===== src/rtl/config_pkg.sv =====
// Shared numeric configuration: element format and vector shape of the rowwise unit.
package config_pkg;

  localparam int D   = 4;
  localparam int FpW = 16;

  typedef logic signed [FpW-1:0] fixed_point_t;
  typedef fixed_point_t [D-1:0]  vector_t;

endpackage


===== src/rtl/rr_picker.sv =====
// Combinational round-robin picker: first valid index at or after the pointer, wrapping.
module rr_picker #(
  parameter  int NumReq = 4,
  localparam int IdxW   = $clog2(NumReq)
) (
  input  logic [NumReq-1:0] valid_i,
  input  logic [IdxW-1:0]   ptr_i,
  output logic [NumReq-1:0] onehot_o,
  output logic [IdxW-1:0]   idx_o,
  output logic              any_o
);

  int              j;
  logic [IdxW-1:0] j_idx;

  always_comb begin
    onehot_o = '0;
    idx_o    = '0;
    any_o    = 1'b0;
    j        = 0;
    j_idx    = '0;
    for (int k = 0; k < NumReq; k++) begin
      // Wrap without a modulo so non-power-of-two NumReq stays cheap.
      j = int'(ptr_i) + k;
      if (j >= NumReq) j = j - NumReq;
      j_idx = IdxW'(j);
      if (!any_o && valid_i[j_idx]) begin
        any_o           = 1'b1;
        idx_o           = j_idx;
        onehot_o[j_idx] = 1'b1;
      end
    end
  end

endmodule


===== src/rtl/rowwise_arbiter.sv =====
// Shares one rowwise operation unit among NumReq requesters, one transaction at a time,
// with round-robin selection and a per-requester response handshake.
module rowwise_arbiter
  import config_pkg::*;
#(
  parameter  int NumReq = 4,
  localparam int IdxW   = $clog2(NumReq)
) (
  input  logic                clk_i,
  input  logic                rst_ni,
  input  vector_t             req_a_i [NumReq],
  input  vector_t             req_b_i [NumReq],
  input  logic [NumReq-1:0]   req_valid_i,
  output logic [NumReq-1:0]   req_ready_o,
  output vector_t             rsp_vector_o,
  output logic [NumReq-1:0]   rsp_valid_o,
  input  logic [NumReq-1:0]   rsp_ready_i,
  output vector_t             op_a_o,
  output vector_t             op_b_o,
  output logic                op_in_valid_o,
  input  logic                op_in_ready_i,
  input  vector_t             op_vector_i,
  input  logic                op_out_valid_i,
  output logic                op_out_ready_o,
  output logic [IdxW-1:0]     grant_id_o,
  output logic                busy_o,
  output logic [31:0]         txn_count_o
);

  typedef enum logic [1:0] {IDLE, ISSUE, WAIT_RESULT, RESPOND} state_e;

  state_e          state_q;
  logic [IdxW-1:0] rr_ptr_q, rr_ptr_d, grant_q;
  vector_t         a_q, b_q, result_q;
  logic [31:0]     txn_q;

  logic [NumReq-1:0] pick_onehot;
  logic [IdxW-1:0]   pick_idx;
  logic              pick_any;

  rr_picker #(.NumReq(NumReq)) u_picker (
    .valid_i  (req_valid_i),
    .ptr_i    (rr_ptr_q),
    .onehot_o (pick_onehot),
    .idx_o    (pick_idx),
    .any_o    (pick_any)
  );

  always_comb begin
    if (int'(grant_q) == NumReq - 1) rr_ptr_d = '0;
    else                             rr_ptr_d = grant_q + 1'b1;
  end

  always_ff @(posedge clk_i or negedge rst_ni) begin
    if (!rst_ni) begin
      state_q  <= IDLE;
      rr_ptr_q <= '0;
      grant_q  <= '0;
      a_q      <= '0;
      b_q      <= '0;
      result_q <= '0;
      txn_q    <= '0;
    end else begin
      case (state_q)
        IDLE: begin
          if (pick_any) begin
            grant_q <= pick_idx;
            a_q     <= req_a_i[pick_idx];
            b_q     <= req_b_i[pick_idx];
            state_q <= ISSUE;
          end
        end
        // Operands stay frozen through WAIT_RESULT: the unit reads them element by element.
        ISSUE: begin
          if (op_in_ready_i) state_q <= WAIT_RESULT;
        end
        WAIT_RESULT: begin
          if (op_out_valid_i) begin
            result_q <= op_vector_i;
            state_q  <= RESPOND;
          end
        end
        RESPOND: begin
          if (rsp_ready_i[grant_q]) begin
            rr_ptr_q <= rr_ptr_d;
            if (txn_q != 32'hFFFF_FFFF) txn_q <= txn_q + 32'd1;
            state_q  <= IDLE;
          end
        end
        default: state_q <= IDLE;
      endcase
    end
  end

  // Only the IDLE winner sees ready; everything else is refused while a transaction is open.
  assign req_ready_o    = (state_q == IDLE) ? pick_onehot : '0;
  assign op_in_valid_o  = (state_q == ISSUE);
  assign op_out_ready_o = (state_q == WAIT_RESULT);
  assign op_a_o         = a_q;
  assign op_b_o         = b_q;
  assign rsp_vector_o   = result_q;
  assign grant_id_o     = grant_q;
  assign busy_o         = (state_q != IDLE);
  assign txn_count_o    = txn_q;

  always_comb begin
    rsp_valid_o = '0;
    if (state_q == RESPOND) rsp_valid_o[grant_q] = 1'b1;
  end

endmodule

===== config.mk =====
export PLATFORM = sky130hd
export DESIGN_NAME = rowwise_arbiter
export DESIGN_NICKNAME = d
export VERILOG_FILES = /design/src/rtl/config_pkg.sv /design/src/rtl/rr_picker.sv /design/src/rtl/rowwise_arbiter.sv
export SDC_FILE = /design/constraint.sdc
export NUM_CORES = 1
export LEC_CHECK = 0
export ABC_AREA = 0
export CAP_MARGIN = 5
export CORE_AREA = 2 2 317 319
export CTS_CLUSTER_DIAMETER = 40
export DETAILED_ROUTE_END_ITERATION = 10
export DIE_AREA = 0 0 319 321
export PLACE_DENSITY = 0.33
export SYNTH_ARGS = -nofsm -noshare
export SYNTH_HDL_FRONTEND = slang
export SYNTH_SLANG_ARGS = --single-unit

===== constraint.sdc =====
create_clock -name clk_i -period 4.74 [get_ports clk_i]
set_clock_uncertainty 0.05 [all_clocks]
set_input_delay 0.948 -clock clk_i [delete_from_list [all_inputs] [get_ports clk_i]]
set_output_delay 0.948 -clock clk_i [all_outputs]
set_load 0.005 [all_outputs]

# ---- Yosys cells after proc, flatten, opt, wreduce, memory -nomap -nowiden
# Cells that the tools add are included.
# W data, S select, Z words.
dict set report classes {
  n_addsub 9
  magnitude_cmp 15
  eq_ne 9
  mux 50
  bitwise_logic 4
  reduce_logical 18
}
# op count
set op_table {}
lappend op_table {{$bmux W64 S2} 2}
lappend op_table {{$mux W64} 4}
lappend op_table {{$add A32 B1 Y32 const B} 1}
lappend op_table {{$ne A32 B32 Y1 const B} 1}
lappend op_table {{$mux W2} 13}
lappend op_table {{$mux W4} 6}
lappend op_table {{$lt A2 B3 Y1 const B} 5}
lappend op_table {{$mux W1} 14}
lappend op_table {{$ge A3 B3 Y1 const B} 4}
lappend op_table {{$or A4 B4 Y4} 3}
lappend op_table {{$bmux W1 S2} 5}
lappend op_table {{$demux W1 S2} 5}
lappend op_table {{$ge A2 B1 Y1 const B} 5}
lappend op_table {{$logic_and A1 B1 Y1} 8}
lappend op_table {{$pmux W2 S4} 1}
lappend op_table {{$sub A2 B1 Y2 const B} 4}
lappend op_table {{$add A2 B2 Y3 const B} 2}
lappend op_table {{$ne A2 B2 Y1 const B} 3}
lappend op_table {{$reduce_and A2 Y1} 3}
lappend op_table {{$eq A2 B1 Y1 const B} 2}
lappend op_table {{$eq A2 B2 Y1 const B} 2}
lappend op_table {{$reduce_and A4 Y1} 1}
lappend op_table {{$add A2 B1 Y3 const B} 1}
lappend op_table {{$ge A2 B3 Y1 const B} 1}
lappend op_table {{7 further kinds} 9}
dict set report totals {
  register_bits 230
  elab_cells 121
}

# ---- Longest topological paths before layout
dict set report logic_depth {
  word_depth 18
  mapped_depth 12
  mapped_depth_nobuf 8
}

# ---- Hierarchy
# Synthesis repeated with hierarchy kept, for this count alone.
dict set report unflattened {
  cells_unflattened 802
  hier_area_um2 12572.1
}
# module n_inst cells_per_inst area_each_um2 seq_area_each_um2
set modules_own_cells {}
lappend modules_own_cells {rowwise_arbiter 1 757 12152.9 5755.5}
lappend modules_own_cells {rr_picker 1 45 419.2 0.0}

# ---- Worst setup path after synthesis
# OpenSTA, ideal clock, no wires.
dict set report synth_path {
  path_kind {reg-to-output}
  startpoint {register rr_ptr_q[0]}
  endpoint {output port req_ready_o[0]}
  arrival_ns 2.457
  t_required_ns 3.742
  path_slack_ns 1.285
  path_stages_with_launch 9
  path_buffers 1
  path_cell_list {dfrtp_1 > buf_4 > inv_1 > ha_1 > mux4_2 > nor3_4 > and2_1 > a221oi_1 > nor2_1}
}
dict set report synth_between {
  elab_chain_cells 15
}
# item line
set synth_rtl {}
lappend synth_rtl {{start: declaration} rowwise_arbiter.sv:33} ;# logic [IdxW-1:0] rr_ptr_q, rr_ptr_d, grant_q;
lappend synth_rtl {{start signal: assignment} rowwise_arbiter.sv:85} ;# rr_ptr_q <= rr_ptr_d;
lappend synth_rtl {{parallel branches: the longest is 13 deep, another holds $add A2 B1 Y3} n/a}
lappend synth_rtl {{$mux W4 *} rr_picker.sv:27} ;# if (!any_o && valid_i[j_idx]) begin
lappend synth_rtl {{$mux W4 *} rowwise_arbiter.sv:96} ;# assign req_ready_o = (state_q == IDLE) ? pick_onehot : '0;
lappend synth_rtl {{end: declaration} rowwise_arbiter.sv:14} ;# output logic [NumReq-1:0] req_ready_o,
# Every way passes the cells marked *. The select of a mux whose other input is x is not followed.

# ---- Worst setup path after layout
# Ends and elaborated chain as after synthesis.

==> run metrics <==
Slew HR=0.485; Clk pin slew, worst setup/hold paths=40 ps; Max Cap Viol=0; nets=around 2,700; Synth Flop Type=dfrtp_1; Iteration-0 DRC Markers=approximately 640; Vias=about 15,000; asr flop ratio synth=1.00; antenna violations before repair=25; CP max-delay cell=mux4_2; placed insts=3,349; final hold vios=0; CP arrival=between 3000 and 4000 ps; crit-path max cell delay=about 670 ps; chip height=between 300 and 400 µm; Avg WL per Cell=22.9 µm; Port-buffer cells=824; largest area contributor in the netlist=dfrtp_1; Post-DRT Antenna Nets=0; ratio of cells with drive above 1 in the final layout=0.116; Yosys cell types=52; cell breakdown of the critical path=inv_1, ha_1, mux4_2, nor3_4, and2_1, a221oi_1, nor2_1, clkdlybuf4s50_1; 1st-pass router iterations=4; Num Clock Sinks=230; io pins=825; maximum buffer depth of the clock tree=3; critical-path maximum fanout=8; leak pwr=10.4 nW; adder-cell share of the synthesized area=0.0162; Clk Latency, worst-skew pair=610 ps; Worst Hold Class=in2async; die width=between 300 and 400 µm; CP required=3740 ps; Yosys reg bits=230; Worst setup SP type=flip-flop; largest net degree at the start of global routing=121; Clk Tree Root Cell=clkbuf_16; worst path bufs/invs=2; final setup violating endpoints=0; WS Path Type=reg2out; post-synthesis sequential area ratio=0.439; RSZ-0062 raised after global routing=no; remaining global-route overflow=0; Area Growth Syn to Fin=94.9%; Synth Area in Simple Gates=0.160; gr usage total=0.151; post-DP HPWL=just over 60,000 µm; fin util=0.258; Tightest Pin Transition=slightly below 800 ps; Num CTS Buffers=77; post-route setup TNS=0 ps; Placer Congestion=0.839; Cells after Synth=between 1,000 and 1,500; via-per-instance ratio=about 4.2; DRC=0; CTS tree=yes; post-route cell area=25,600 µm²; Die ar.=102,000 µm²; cell area after synthesis=13,100 µm²; Layout Cells excl Fill=3,505; Post-synth EDFFs=0; Slew Limit Fails=0; Synth Area in Compound Gates=0.189; fmax=0.224 GHz; share of the synthesized area in the top cell type=0.439; placement-stage cell area=22,900 µm²; Post-Route WL=80,300 µm; Top delay family on crit path=buffers and inverters; Post-Syn Area per Cell=approximately 10 µm²; status=finished clean; main combinational cell family by area after synthesis=compound AO/OA/AOI/OAI gates; core area=99,300 µm²; Setup Buffers After CTS=0; row count=116; Peak VDD IR=0.000288 V; initial core utilization=0.132; H-tree Lvls=3; first-pass GRT wire length=between 100,000 and 150,000 µm; fin crit period=~4500 ps; Yosys warnings=0; synth top area cells=dfrtp_1, nand3_1, mux2i_1, a32oi_1, mux2_2; XOR/XNOR Fraction of Synth Area=0.0187; number of global-route vias before repair=15,439; Syn Nets=1,917; nature of the critical path endpoint=primary output; mux cell area share after synthesis=0.130; PostCTS Resize Cnt=0; Power Density=roughly 650 nW/µm²; period utilisation layout=0.941; CTS Hold Bufs=0
==> through the flow <==
stage                     power, mW  setup slack, ps  hold WS, ps
after floorplan                7.41             1290          427
final                          16.7              281          318
after CTS                      17.0              194          321
after global placement         11.8              448          422
after global routing           17.7             41.8          337
after detailed placement       11.8              400          426
==> cells in the mapped netlist (13+ instances only) <==
cell / number
dfrtp_1: 230
clkbuf_1: 74
nor2_1: 25
nand3_1: 184
ha_1: 17
o21ai_0: 31
buf_2: 37
and3_1: 92
o221ai_1: 41
xor2_1: 17
mux2i_1: 86
a32oi_1: 87
inv_1: 13
a21boi_0: 87
nand2_1: 66
mux2_2: 67
o21ai_1: 63
==> final cells by class <==
type,count,area [µm²]
Clock buffer,107,2290
Multi-Input combinational cell,944,6790
Timing Repair Buffer,863,8720
Antenna cell,17,42.5
Clock inverter,32,289
Tap cell,1298,1620
Sequential cell,230,5760
Fill cell,10647,73700
Inverter,14,52.6
==> registers in the layout, indices dropped and copies added, names as in the netlist <==
name          cells
rsp_vector_o     64
grant_id_o        2
op_b_o           64
op_a_o           64
txn_count_o      32
state_q           2
rr_ptr_q          2
==> cells by family after synthesis <==
family / count (synthesis)
flip-flops: 230
AND/OR/NAND/NOR: 404
adder cells (fa/ha/maj): 17
buffers and inverters: 138
AO/OA/AOI/OAI: 338
multiplexers: 157
XOR/XNOR: 28
==> power breakdown <==
group | switching (mW) | internal (mW) | leakage, nW | total [mW]
Clock | 1.54 | 3.49 | 1.28 | 5.04
Sequential | 0.541 | 2.87 | 2.84 | 3.41
Combinational | 4.30 | 3.90 | 6.31 | 8.20
Total | 6.38 | 10.3 | 10.4 | 16.7
==> worst paths after layout <==
path / endpoint / depth (start not counted) / startpoint / slack, ps
worst max-delay path: req_ready_o[0] / 8 / rr_ptr_q[0] / 280
min in group clk_i: op_a_o[49] / 2 / op_a_o[49] / 430
worst min-delay path: rsp_vector_o[38] / 1 / rst_ni / 320
worst min register to register: op_a_o[49] / 2 / op_a_o[49] / 430
max in group asynchronous: txn_count_o[13] / 2 / rst_ni / 3320
worst max register to register: op_a_o[13] / 9 / rr_ptr_q[0] / 1060
==> worst reg2reg max path, stage by stage, from the launching register on <==
cell	delay, ps
dfrtp_1	380
inv_1	230
ha_1	380
mux4_2	520
nand2b_1	230
nand3_4	270
nand2_8	340
buf_12	350
mux2i_1	610
o221ai_1	170
==> placed cells by master, fill, tap and decap left out, types with 7 or more instances in the layout <==
cell	Yosys	final
o21ai_0	31	31
diode_2	0	17
o21ai_1	63	63
a32oi_1	87	87
buf_4	6	25
o221ai_1	41	41
and3_1	92	92
nand2_1	66	65
nand3_1	184	184
clkbuf_16	0	79
clkbuf_1	74	7
clkbuf_8	0	21
nor2_1	25	25
mux2i_1	86	86
mux2_2	67	67
clkinv_2	0	17
nor3_1	10	10
buf_12	0	14
inv_1	13	13
ha_1	17	17
xor2_1	17	17
dfrtp_1	230	230
clkdlybuf4s50_1	0	823
xnor2_1	11	11
a21boi_0	87	87
==> layer usage <==
metal	GRT usage	share of wire	wire length (µm)	up-vias
met2	0.252	0.50	39900	623
li1	-	-	-	6674
met3	0.0511	0.077	6200	126
met5	0	0.00091	73	-
met1	0.175	0.39	31700	7205
met4	0.0650	0.030	2430	10
Power figures use the tool's default switching activity.
